==> src/rtl/cp0_exception_ctrl_pkg.sv <==
// rtl/cp0_exception_ctrl_pkg.sv - shared constants and types for the CP0 exception controller
package cp0_exception_ctrl_pkg;

    // ExcCode values presented to CP0 cause
    localparam logic [4:0] EXC_SYSCALL = 5'd8;
    localparam logic [4:0] EXC_BREAK   = 5'd9;
    localparam logic [4:0] EXC_TEQ     = 5'd13;

    // CP0 status bit positions: global enable plus one mask bit per trap kind
    localparam int ST_IE      = 0;
    localparam int ST_SYSCALL = 1;
    localparam int ST_BREAK   = 2;
    localparam int ST_TEQ     = 3;

    typedef enum logic [1:0] {
        S_IDLE   = 2'd0,
        S_COMMIT = 2'd1,
        S_FLUSH  = 2'd2
    } exc_state_t;

endpackage

==> src/rtl/cp0_exception_ctrl.sv <==
// rtl/cp0_exception_ctrl.sv - trap/eret sampler driving CP0 commands, PC redirect and flush
module cp0_exception_ctrl
    import cp0_exception_ctrl_pkg::*;
#(
    parameter logic [31:0] EXC_VECTOR   = 32'h00400004,
    parameter int          FLUSH_CYCLES = 2
) (
    input  logic        clk,
    input  logic        rst,
    input  logic        ex_valid,
    input  logic        stall,
    input  logic [31:0] ex_pc,
    input  logic        is_syscall,
    input  logic        is_break,
    input  logic        is_teq,
    input  logic        teq_equal,
    input  logic        is_eret,
    input  logic [31:0] status_in,
    input  logic [31:0] eaddr_in,
    output logic        exception,
    output logic        eret,
    output logic [4:0]  cause,
    output logic [31:0] epc,
    output logic        pc_redirect,
    output logic [31:0] redirect_addr,
    output logic        flush,
    output logic        busy
);

    localparam int CNT_W = (FLUSH_CYCLES < 2) ? 1 : $clog2(FLUSH_CYCLES + 1);

    exc_state_t       state, next_state;
    logic [CNT_W-1:0] flush_cnt;
    logic             kind_eret;
    logic             req_gate;
    logic             eret_req;
    logic             trap_taken;
    logic [4:0]       trap_cause;

    // Upper status bits carry nothing this controller cares about
    logic unused_status;
    assign unused_status = ^status_in[31:4];

    // Request decode: eret beats every trap; among enabled traps syscall > break > teq
    always_comb begin
        trap_taken = 1'b0;
        trap_cause = EXC_SYSCALL;
        req_gate   = ex_valid & ~stall;
        eret_req   = req_gate & is_eret;
        if (req_gate && status_in[ST_IE]) begin
            if (is_syscall && status_in[ST_SYSCALL]) begin
                trap_taken = 1'b1;
                trap_cause = EXC_SYSCALL;
            end else if (is_break && status_in[ST_BREAK]) begin
                trap_taken = 1'b1;
                trap_cause = EXC_BREAK;
            end else if (is_teq && teq_equal && status_in[ST_TEQ]) begin
                trap_taken = 1'b1;
                trap_cause = EXC_TEQ;
            end
        end
    end

    // State register, latched request details and flush down-counter
    always_ff @(posedge clk) begin
        if (rst) begin
            state     <= S_IDLE;
            kind_eret <= 1'b0;
            cause     <= 5'd0;
            epc       <= 32'd0;
            flush_cnt <= '0;
        end else begin
            state <= next_state;
            case (state)
                S_IDLE: begin
                    if (eret_req) begin
                        kind_eret <= 1'b1;
                    end else if (trap_taken) begin
                        kind_eret <= 1'b0;
                        cause     <= trap_cause;
                        epc       <= ex_pc + 32'd4;
                    end
                end
                S_COMMIT: flush_cnt <= CNT_W'(FLUSH_CYCLES - 1);
                S_FLUSH: begin
                    if (flush_cnt != '0) begin
                        flush_cnt <= flush_cnt - 1'b1;
                    end
                end
                default: flush_cnt <= '0;
            endcase
        end
    end

    // Next-state and command outputs; redirect target follows CP0 live during eret commit
    always_comb begin
        next_state    = state;
        exception     = 1'b0;
        eret          = 1'b0;
        pc_redirect   = 1'b0;
        redirect_addr = 32'd0;
        flush         = 1'b0;
        busy          = 1'b0;
        case (state)
            S_IDLE: begin
                if (eret_req || trap_taken) begin
                    next_state = S_COMMIT;
                end
            end
            S_COMMIT: begin
                exception     = ~kind_eret;
                eret          = kind_eret;
                pc_redirect   = 1'b1;
                redirect_addr = kind_eret ? eaddr_in : EXC_VECTOR;
                flush         = 1'b1;
                busy          = 1'b1;
                next_state    = S_FLUSH;
            end
            S_FLUSH: begin
                flush = 1'b1;
                busy  = 1'b1;
                if (flush_cnt == '0) begin
                    next_state = S_IDLE;
                end
            end
            default: next_state = S_IDLE;
        endcase
    end

endmodule

==> config.mk <==
export PLATFORM = sky130hd
export DESIGN_NAME = cp0_exception_ctrl
export DESIGN_NICKNAME = d
export VERILOG_FILES = /design/src/rtl/cp0_exception_ctrl_pkg.sv /design/src/rtl/cp0_exception_ctrl.sv
export SDC_FILE = /design/constraint.sdc
export NUM_CORES = 1
export LEC_CHECK = 0
export BUFFER_PORTS_ARGS = -buffer_cell sky130_fd_sc_hd__buf_2
export CORE_MARGIN = 1.5
export CORE_UTILIZATION = 37
export DETAILED_ROUTE_END_ITERATION = 8
export GPL_TIMING_DRIVEN = 0
export PLACE_DENSITY = 0.86
export SLEW_MARGIN = 20
export SYNTH_ARGS = -nofsm -noshare
export SYNTH_HDL_FRONTEND = slang
export SYNTH_SLANG_ARGS = --single-unit
export TNS_END_PERCENT = 5
==> constraint.sdc <==
create_clock -name clk -period 2.2 [get_ports clk]
set_input_delay 0.55 -clock clk [delete_from_list [all_inputs] [get_ports clk]]
set_output_delay 0.55 -clock clk [all_outputs]
set_load 0.05 [all_outputs]
==> After elaboration in Yosys (flattened, before gate mapping) <==
Index checks and enable logic that the tools add are counted.
{ "totals": {"register_bits": 42, "in_bits": 105, "out_inout_bits": 74} }
{ "classes": {"n_addsub": 2, "eq_ne": 5, "muxes": 21, "bitwise": 6, "reduce_logical": 15} }
{ "op_table": {"columns": ["op", "count"], "rows": [
  ["two-way mux 32 bit", 2],
  ["adder 32 x 3 -> 32 bit (second input constant)", 1],
  ["two-way mux 3 bit", 4],
  ["case mux 2 bit (3 select lines)", 2],
  ["two-way mux 1 bit", 10],
  ["two-way mux 2 bit", 3],
  ["inequality test 2 bit (second input constant)", 3],
  ["AND reduction 2 bit", 3],
  ["logical AND 1 bit", 5],
  ["zero test 2 bit", 2],
  ["inverter 1 bit", 4],
  ["nonzero test 2 bit", 2],
  ["AND reduction 3 bit", 1],
  ["AND 1 bit", 2],
  ["equality test 2 x 1 -> 1 bit (second input constant)", 1],
  ["equality test 2 bit (second input constant)", 1],
  ["OR reduction 2 bit", 1],
  ["subtractor 2 x 1 -> 2 bit (second input constant)", 1],
  ["logical OR 1 bit", 1]
]} }

==> Logic depth before layout (Yosys ltp) <==
Gate-level depths: netlist of run 1.
{ "depth": {"depth_word": 9, "mapped_depth": 8, "ltp_nobuf": 6} }

==> Worst setup path before layout of run 1 <==
No wires, ideal clock.
{ "synth_timing": {"path_kind": "register -> output", "startpoint": "reg state[1]", "endpoint": "out redirect_addr[22]", "t_arrival_ns": 2.369, "path_slack_ns": -0.719, "stages_incl_launch_ff": 5, "n_path_buf": 1, "cell_sequence": "dfxtp_1 > inv_1 > ha_1 > clkbuf_1 > a21boi_0"} }
{ "synth_between": {"elab_chain_len": 2} }
{ "synth_lines": {"columns": ["item", "line_no", "rtl"], "rows": [
  ["start: declaration", "cp0_exception_ctrl.sv:32", "exc_state_t state, next_state;"],
  ["start signal: assignment", "cp0_exception_ctrl.sv:73", "state <= next_state;"],
  ["equality test 2 x 1 -> 1 bit", "cp0_exception_ctrl.sv:104", "case (state)"],
  ["two-way mux 32 bit", "cp0_exception_ctrl.sv:104", null],
  ["end: declaration", "cp0_exception_ctrl.sv:25", "output logic [31:0] redirect_addr,"]
]} }
No other way between the ends.

==> Worst setup path in the final report of run 1 <==
{ "layout_timing": {"startpoint": "reg kind_eret", "endpoint": "out redirect_addr[24]"} }
{ "layout_between": {"elab_chain_len": 2} }
{ "layout_lines": {"columns": ["item", "line_no", "rtl"], "rows": [
  ["start: declaration", "cp0_exception_ctrl.sv:34", "logic kind_eret;"],
  ["start signal: assignment", "cp0_exception_ctrl.sv:68", "kind_eret <= 1'b0;"],
  ["start signal: assignment", "cp0_exception_ctrl.sv:77", "kind_eret <= 1'b1;"],
  ["start signal: assignment", "cp0_exception_ctrl.sv:79", "kind_eret <= 1'b0;"],
  ["two-way mux 32 bit", "cp0_exception_ctrl.sv:114", "redirect_addr = kind_eret ? eaddr_in : EXC_VECTOR;"],
  ["two-way mux 32 bit", "cp0_exception_ctrl.sv:104", null]
]} }
No other way between the ends.

==> out/qor.txt, run 1 <==
Final min period: 2.12 ns
Worst hold path type: reg -> reg
Family with the most delay on the worst path: buffers and inverters
Final setup viols: 0
Leak Pwr: 0.00166 uW
Final instance area: 3490 sq um
Drt total wl: 8070 microns
Chip width: 84.1 microns
# diodes: 0
GRT Max-Usage Layer: met2
Async set-reset flop share out of synthesis: 0%
Clk slew on worst S/H paths: 0.08 ns
GR Util met3: 5.24%
Most common cell after layout, fill and taps aside: buf_2
WL per Instance: 15.3 microns
Iter 0 DRT Violations: 96
Via density: 5.45
WP data arrival: 1.57 ns
DR vias: 2884
Total global-route track usage: 21.8%
IO Count: 179
Max-Cap Viols: 0
Final hold vios: 0
Fin util: 55.0%
Combinational share of power: 23.0%
Number of global-route vias before repair: 2684
Sum of buffers and inverters on the critical path: 2
Clk sinks: 40
Pwr/cell area: 501 nW/um^2
Peak VDD IR: 0.310 mV
Clock Path Buffers: 2
Clk_skew: 0.00927 ns
Clk root buf: clkbuf_8
Cells after Synth: 298
P_int: 1220 uW
Sw Share: 30.5%
Sw Pwr: 534 uW
Routing usage on met2: 41.0%
Setup repair after global routing missed its margin: true
Crit. End Element: primary output
Initial antenna violation count: 0
CTS buffer count: 5
Worst path required time: 1.65 ns
TritonCTS clock tree: done
Cell Rows: 29
Worst-Margin Slew: 0.543 ns
DRT antenna net count: 0
TritonRoute pass-1 iters: 6
Worst setup margin: 0.0816 ns
RePlAce Congestion: 0.794
DRC: 0
Post-DP HPWL: 6470 microns
H-Tree Depth: 2
Overall power: 1750 uW
Initial Utilization: 38.3%
Post-CTS setup buffers: 0
Most used DFF post-synth: dfxtp_1
FF+latch count, synth: 40
Critical-path maximum fanout: 10
Syn avg cell area: 8.17 sq um
Commonest non-fill, non-tap cells in the layout: buf_2, dfxtp_1, nor2_1
Warnings, synthesis: 0
Dpl cell area: 3280 sq um
Worst path slowest cell: dfxtp_1
CP Cell Sequence: clkbuf_1 -> and3_1 -> buf_2
Max-slew violations: 0
Core area: 6350 sq um
Flop pwr share: 43.0%
Area grow syn2layout: 43.4%
Layout cells sized above 1: 40.3%
Die area: 7080 sq um
Pre-CTS setup slack: -0.510 ns
Status: finished clean
Cells after DPL: 523
# hold bufs at CTS: 0
# port buffers: 147
Worst-Skew Late Latency: 0.29 ns
Seq/Total Area, Yosys: 32.9%
Largest net degree at the start of global routing: 20
Startpoint types: register
Library cells used by synthesis: 45
Die H: 84.1 microns
EDFF count, synth: 0
Mapped cell area: 2430 sq um
Slew HR: 63.8%
Final period utilization: 96.3%
First-pass GRT wire length: 12600 microns
Clock network power share: 34.0%
WS Path Type: reg -> out
Grt total ovfl: 0
Non-Filler Instances: 529
Final nets: 561
Fmax: 0.472 GHz
Slowest stage delay, CP: 0.48 ns
Met1 Use GR: 24.2%
stage by stage:
stage,hold slack [ns],setup TNS [ns]
floorplan,0.432,-0.0247
global placement,0.439,-19.62
detailed placement,0.452,-12.06
CTS,0.463,0
global route,0.494,-0.0552
finish,0.461,0
worst paths after layout:
kind | startpoint | to | slack (ns) | cells after the start
max | kind_eret | redirect_addr[24] | 0.08 | 3
min | flush_cnt[1] | flush_cnt[1] | 0.46 | 2
max reg2reg | state[0] | epc[24] | 0.20 | 7
min reg2reg | flush_cnt[1] | flush_cnt[1] | 0.46 | 2
cell usage after synthesis, types with 3 or more instances:
library cell	n	share of area, %
a21oi_1	10	2.1
o21ai_0	7	1.4
inv_1	9	1.4
buf_4	4	1.2
xnor2_1	4	1.4
nand4_1	11	2.8
or4_1	8	2.5
dfxtp_1	40	33
a311oi_1	13	4.7
nand2b_1	3	0.77
nand3_1	10	2.1
ha_1	5	2.6
nand2_1	16	2.5
mux2i_1	3	1.2
or4_4	3	1.4
o31ai_1	9	2.8
and4_1	4	1.4
xor2_1	9	3.2
nor2_1	35	5.4
or3_1	5	1.3
and3_1	32	8.2
clkbuf_1	15	2.3
a211oi_1	14	4.3
metal layers:
metal  part of all wire [%]  routed length, microns  vias to the layer above
li1                       -                       -                     1418
met1                     39                    3160                     1333
met2                     52                    4210                      121
met3                    7.4                     599                       12
met4                    1.2                      99                        0
met5                      0                       0                        -
state kept, by name, indices dropped and copies added, names as in the netlist:
register / cells
cause: 3
epc: 32
flush_cnt: 2
kind_eret: 1
state: 2
cells by family (layout without fill, tap and decap cells):
kind of cell,count (synthesis),count (layout),synth area share (%)
XOR/XNOR,13,13,4.68
AND/OR/NAND/NOR,139,139,32.0
flip-flops,40,40,32.9
AO/OA/AOI/OAI,63,63,19.3
buffers and inverters,34,187,7.19
other,1,2,0.154
adder cells (fa/ha/maj),5,5,2.57
multiplexers,3,3,1.23
tightest hold or removal path: stages (launching register included):
cell,delay [ns]
dfxtp_1,0.32
nand2_1,0.05
a21oi_1,0.05
power groups by stage:
stage | combinational [uW] | clock (uW) | sequential (uW)
6_report | 402 | 595 | 752
4_1_cts | 393 | 607 | 752
3_5_place_dp | 386 | 0 | 769
5_1_grt | 435 | 636 | 755
3_3_place_gp | 377 | 0 | 768
2_1_floorplan | 189 | 0 | 816
final cells by class:
| type | instances | area, sq um |
|---|---|---|
| multi-input combinational | 225 | 1510 |
| fill | 592 | 2860 |
| timing repair buffer | 147 | 798 |
| sequential | 40 | 801 |
| inverter | 9 | 33.8 |
| clock buffer | 6 | 72.6 |
| clock inverter | 2 | 35.0 |
| tap | 77 | 96.3 |
| buffer | 23 | 140 |
repair_timing:
item | CTS | global route
gates resized for setup | 21 | 17
pin swaps | 0 | 1
endpoints found under the hold margin | 0 | 0
setup endpoints to repair | 66 | 42
Note: power is estimated with default switching activity, not from simulation.
==> inputs of run 2 (changes only) <==
--- a/config.mk
+++ b/config.mk
@@ -6,11 +6,14 @@
 export NUM_CORES = 1
 export LEC_CHECK = 0
 export BUFFER_PORTS_ARGS = -buffer_cell sky130_fd_sc_hd__buf_2
+export CORE_ASPECT_RATIO = 0.6
 export CORE_MARGIN = 1.5
-export CORE_UTILIZATION = 37
+export CORE_UTILIZATION = 38
+export CTS_BUF_LIST = sky130_fd_sc_hd__clkbuf_8
 export DETAILED_ROUTE_END_ITERATION = 8
 export GPL_TIMING_DRIVEN = 0
-export PLACE_DENSITY = 0.86
+export PLACE_DENSITY = 0.88
+export RECOVER_POWER = 100
 export SLEW_MARGIN = 20
 export SYNTH_ARGS = -nofsm -noshare
 export SYNTH_HDL_FRONTEND = slang
==> out/qor.txt, run 2 (synthesis results as in run 1) <==
Worst-Skew Late Latency: 0.29 ns (about the same)
Initial antenna violation count: 0 (unchanged)
Die area: 6910 sq um (-2.3%)
Cell Rows: 22 (-24%)
Pwr/cell area: 515 nW/um^2 (+2.8%)
TritonCTS clock tree: done
Worst setup margin: 0.0212 ns (-0.0604 ns)
Reg2Reg Setup Slack: 0.22 ns (+0.02 ns)
Startpoint types: register
Worst hold path type: reg -> reg
Final min period: 2.18 ns (+0.0604 ns)
CTS buffer count: 5 (unchanged)
Number of global-route vias before repair: 2595 (-3.3%)
Final hold vios: 0 (unchanged)
Slew HR: 57.1% (-6.7 points)
Iter 0 DRT Violations: 137 (+43%)
Final nets: 562 (+0.18%)
IO Count: 179 (unchanged)
Max reg flops: 32 (unchanged)
Clk_skew: 0.00784 ns (-0.00143 ns)
Commonest non-fill, non-tap cells in the layout: buf_2, clkbuf_1, dfxtp_1
Drt total wl: 8130 microns (+0.72%)
Top reg by flops: epc
Status: finished clean
CP startpoint: kind_eret
# hold bufs at CTS: 0 (unchanged)
Final period utilization: 99.0% (+2.7 points)
DRC: 0 (unchanged)
Min-delay src: flush_cnt[1]
Max-slew violations: 0 (unchanged)
First-pass GRT wire length: 12700 microns (+0.77%)
TritonRoute pass-1 iters: 5 (-1)
Clk root buf: clkbuf_8
Clock Path Buffers: 2 (unchanged)
Layout cells sized above 1: 31.6% (-8.7 points)
Via density: 5.37 (-1.5%)
Chip width: 106 microns (+26%)
Largest net degree at the start of global routing: 13 (-35%)
Core area: 6140 sq um (-3.3%)
Setup TNS: 0 ns (unchanged)
# diodes: 0 (unchanged)
WS Path Type: reg -> out
Overall power: 1760 uW (+0.81%)
DRT antenna net count: 0 (unchanged)
Post-DP HPWL: 6370 microns (-1.6%)
Area grow syn2layout: 40.6%
Critical-path maximum fanout: 10 (unchanged)
Total global-route track usage: 23.1% (+1.3 points)
Clk slew on worst S/H paths: 0.09 ns (about the same)
Most common cell after layout, fill and taps aside: buf_2
Worst path required time: 1.65 ns (about the same)
RePlAce Congestion: 0.822 (+3.5%)
Pre-CTS setup slack: -0.498 ns (+0.0115 ns)
WP data arrival: 1.63 ns (+0.06 ns)
Reg-to-Reg Start: state[1]
Setup repair after global routing missed its margin: true
DR vias: 2883 (-0.035%)
Fmax: 0.459 GHz (-2.8%)
WL per Instance: 15.1 microns (-0.78%)
Grt total ovfl: 0 (unchanged)
Leak Pwr: 0.00150 uW (-9.7%)
Initial Utilization: 39.7% (+1.3 points)
Largest registers: epc x32, cause x3
Die H: 65.0 microns (-23%)
Crit. End Element: primary output
# port buffers: 147 (unchanged)
Max-Cap Viols: 0 (unchanged)
Final setup viols: 0 (unchanged)
Clk sinks: 40 (unchanged)
Peak VDD IR: 0.337 mV (+8.8%)
H-Tree Depth: 2 (unchanged)
Worst-Margin Slew: 0.646 ns (+0.103 ns)
## run 2: worst paths after layout
check | cells past startpoint | endpoint
max | 3 | redirect_addr[28]
min | 2 | flush_cnt[1]
max reg2reg | 7 | epc[25]
min reg2reg | 2 | flush_cnt[1]
## run 2: power by group
group | switching, uW | leakage [uW] | internal (uW) | total (uW)
Clock | 278 | 0.0000593 | 333 | 611
Combinational | 268 | 0.00112 | 131 | 400
Sequential | 12.1 | 0.000323 | 741 | 753
## run 2: layout make-up
| type | instances | area, sq um |
|---|---|---|
| clock inverter | 3 | 38.8 |
| timing repair buffer | 148 | 738 |
| inverter | 9 | 33.8 |
| multi-input combinational | 225 | 1500 |
| fill | 619 | 2720 |
| clock buffer | 5 | 68.8 |
| tap | 84 | 105 |
| buffer | 23 | 134 |
| sequential | 40 | 801 |
## run 2: worst max-delay path, stage by stage, from the launching register on
cell and delay [ns]:
dfxtp_1 0.50, clkbuf_1 0.36, and3_1 0.22, buf_2 0.26
## run 2: timing repair
item                                    in CTS  in global routing
gates resized for setup                     12                 23
buffers inserted                             0                  1
endpoints found under the setup margin      63                 54
cloned                                       0                  0
pin swaps                                    0                  2
## run 2: metal layers
metal	global-route usage, %	wire length, microns	vias to the layer above
met3	4.33	427	2
met1	32.5	4010	1376
met5	0	0	-
met2	37.3	3680	85
li1	-	-	1420
met4	3.89	17	0
## run 2: per-stage QoR
stage	instance area, sq um	std cells	hold slack [ns]	util [%]
global placement	3290	530	0.439	53.6
finish	3420	537	0.462	55.8
detailed placement	3290	530	0.454	53.6
global route	3420	537	0.478	55.8
CTS	3430	537	0.466	55.8
floorplan	2450	299	0.432	-
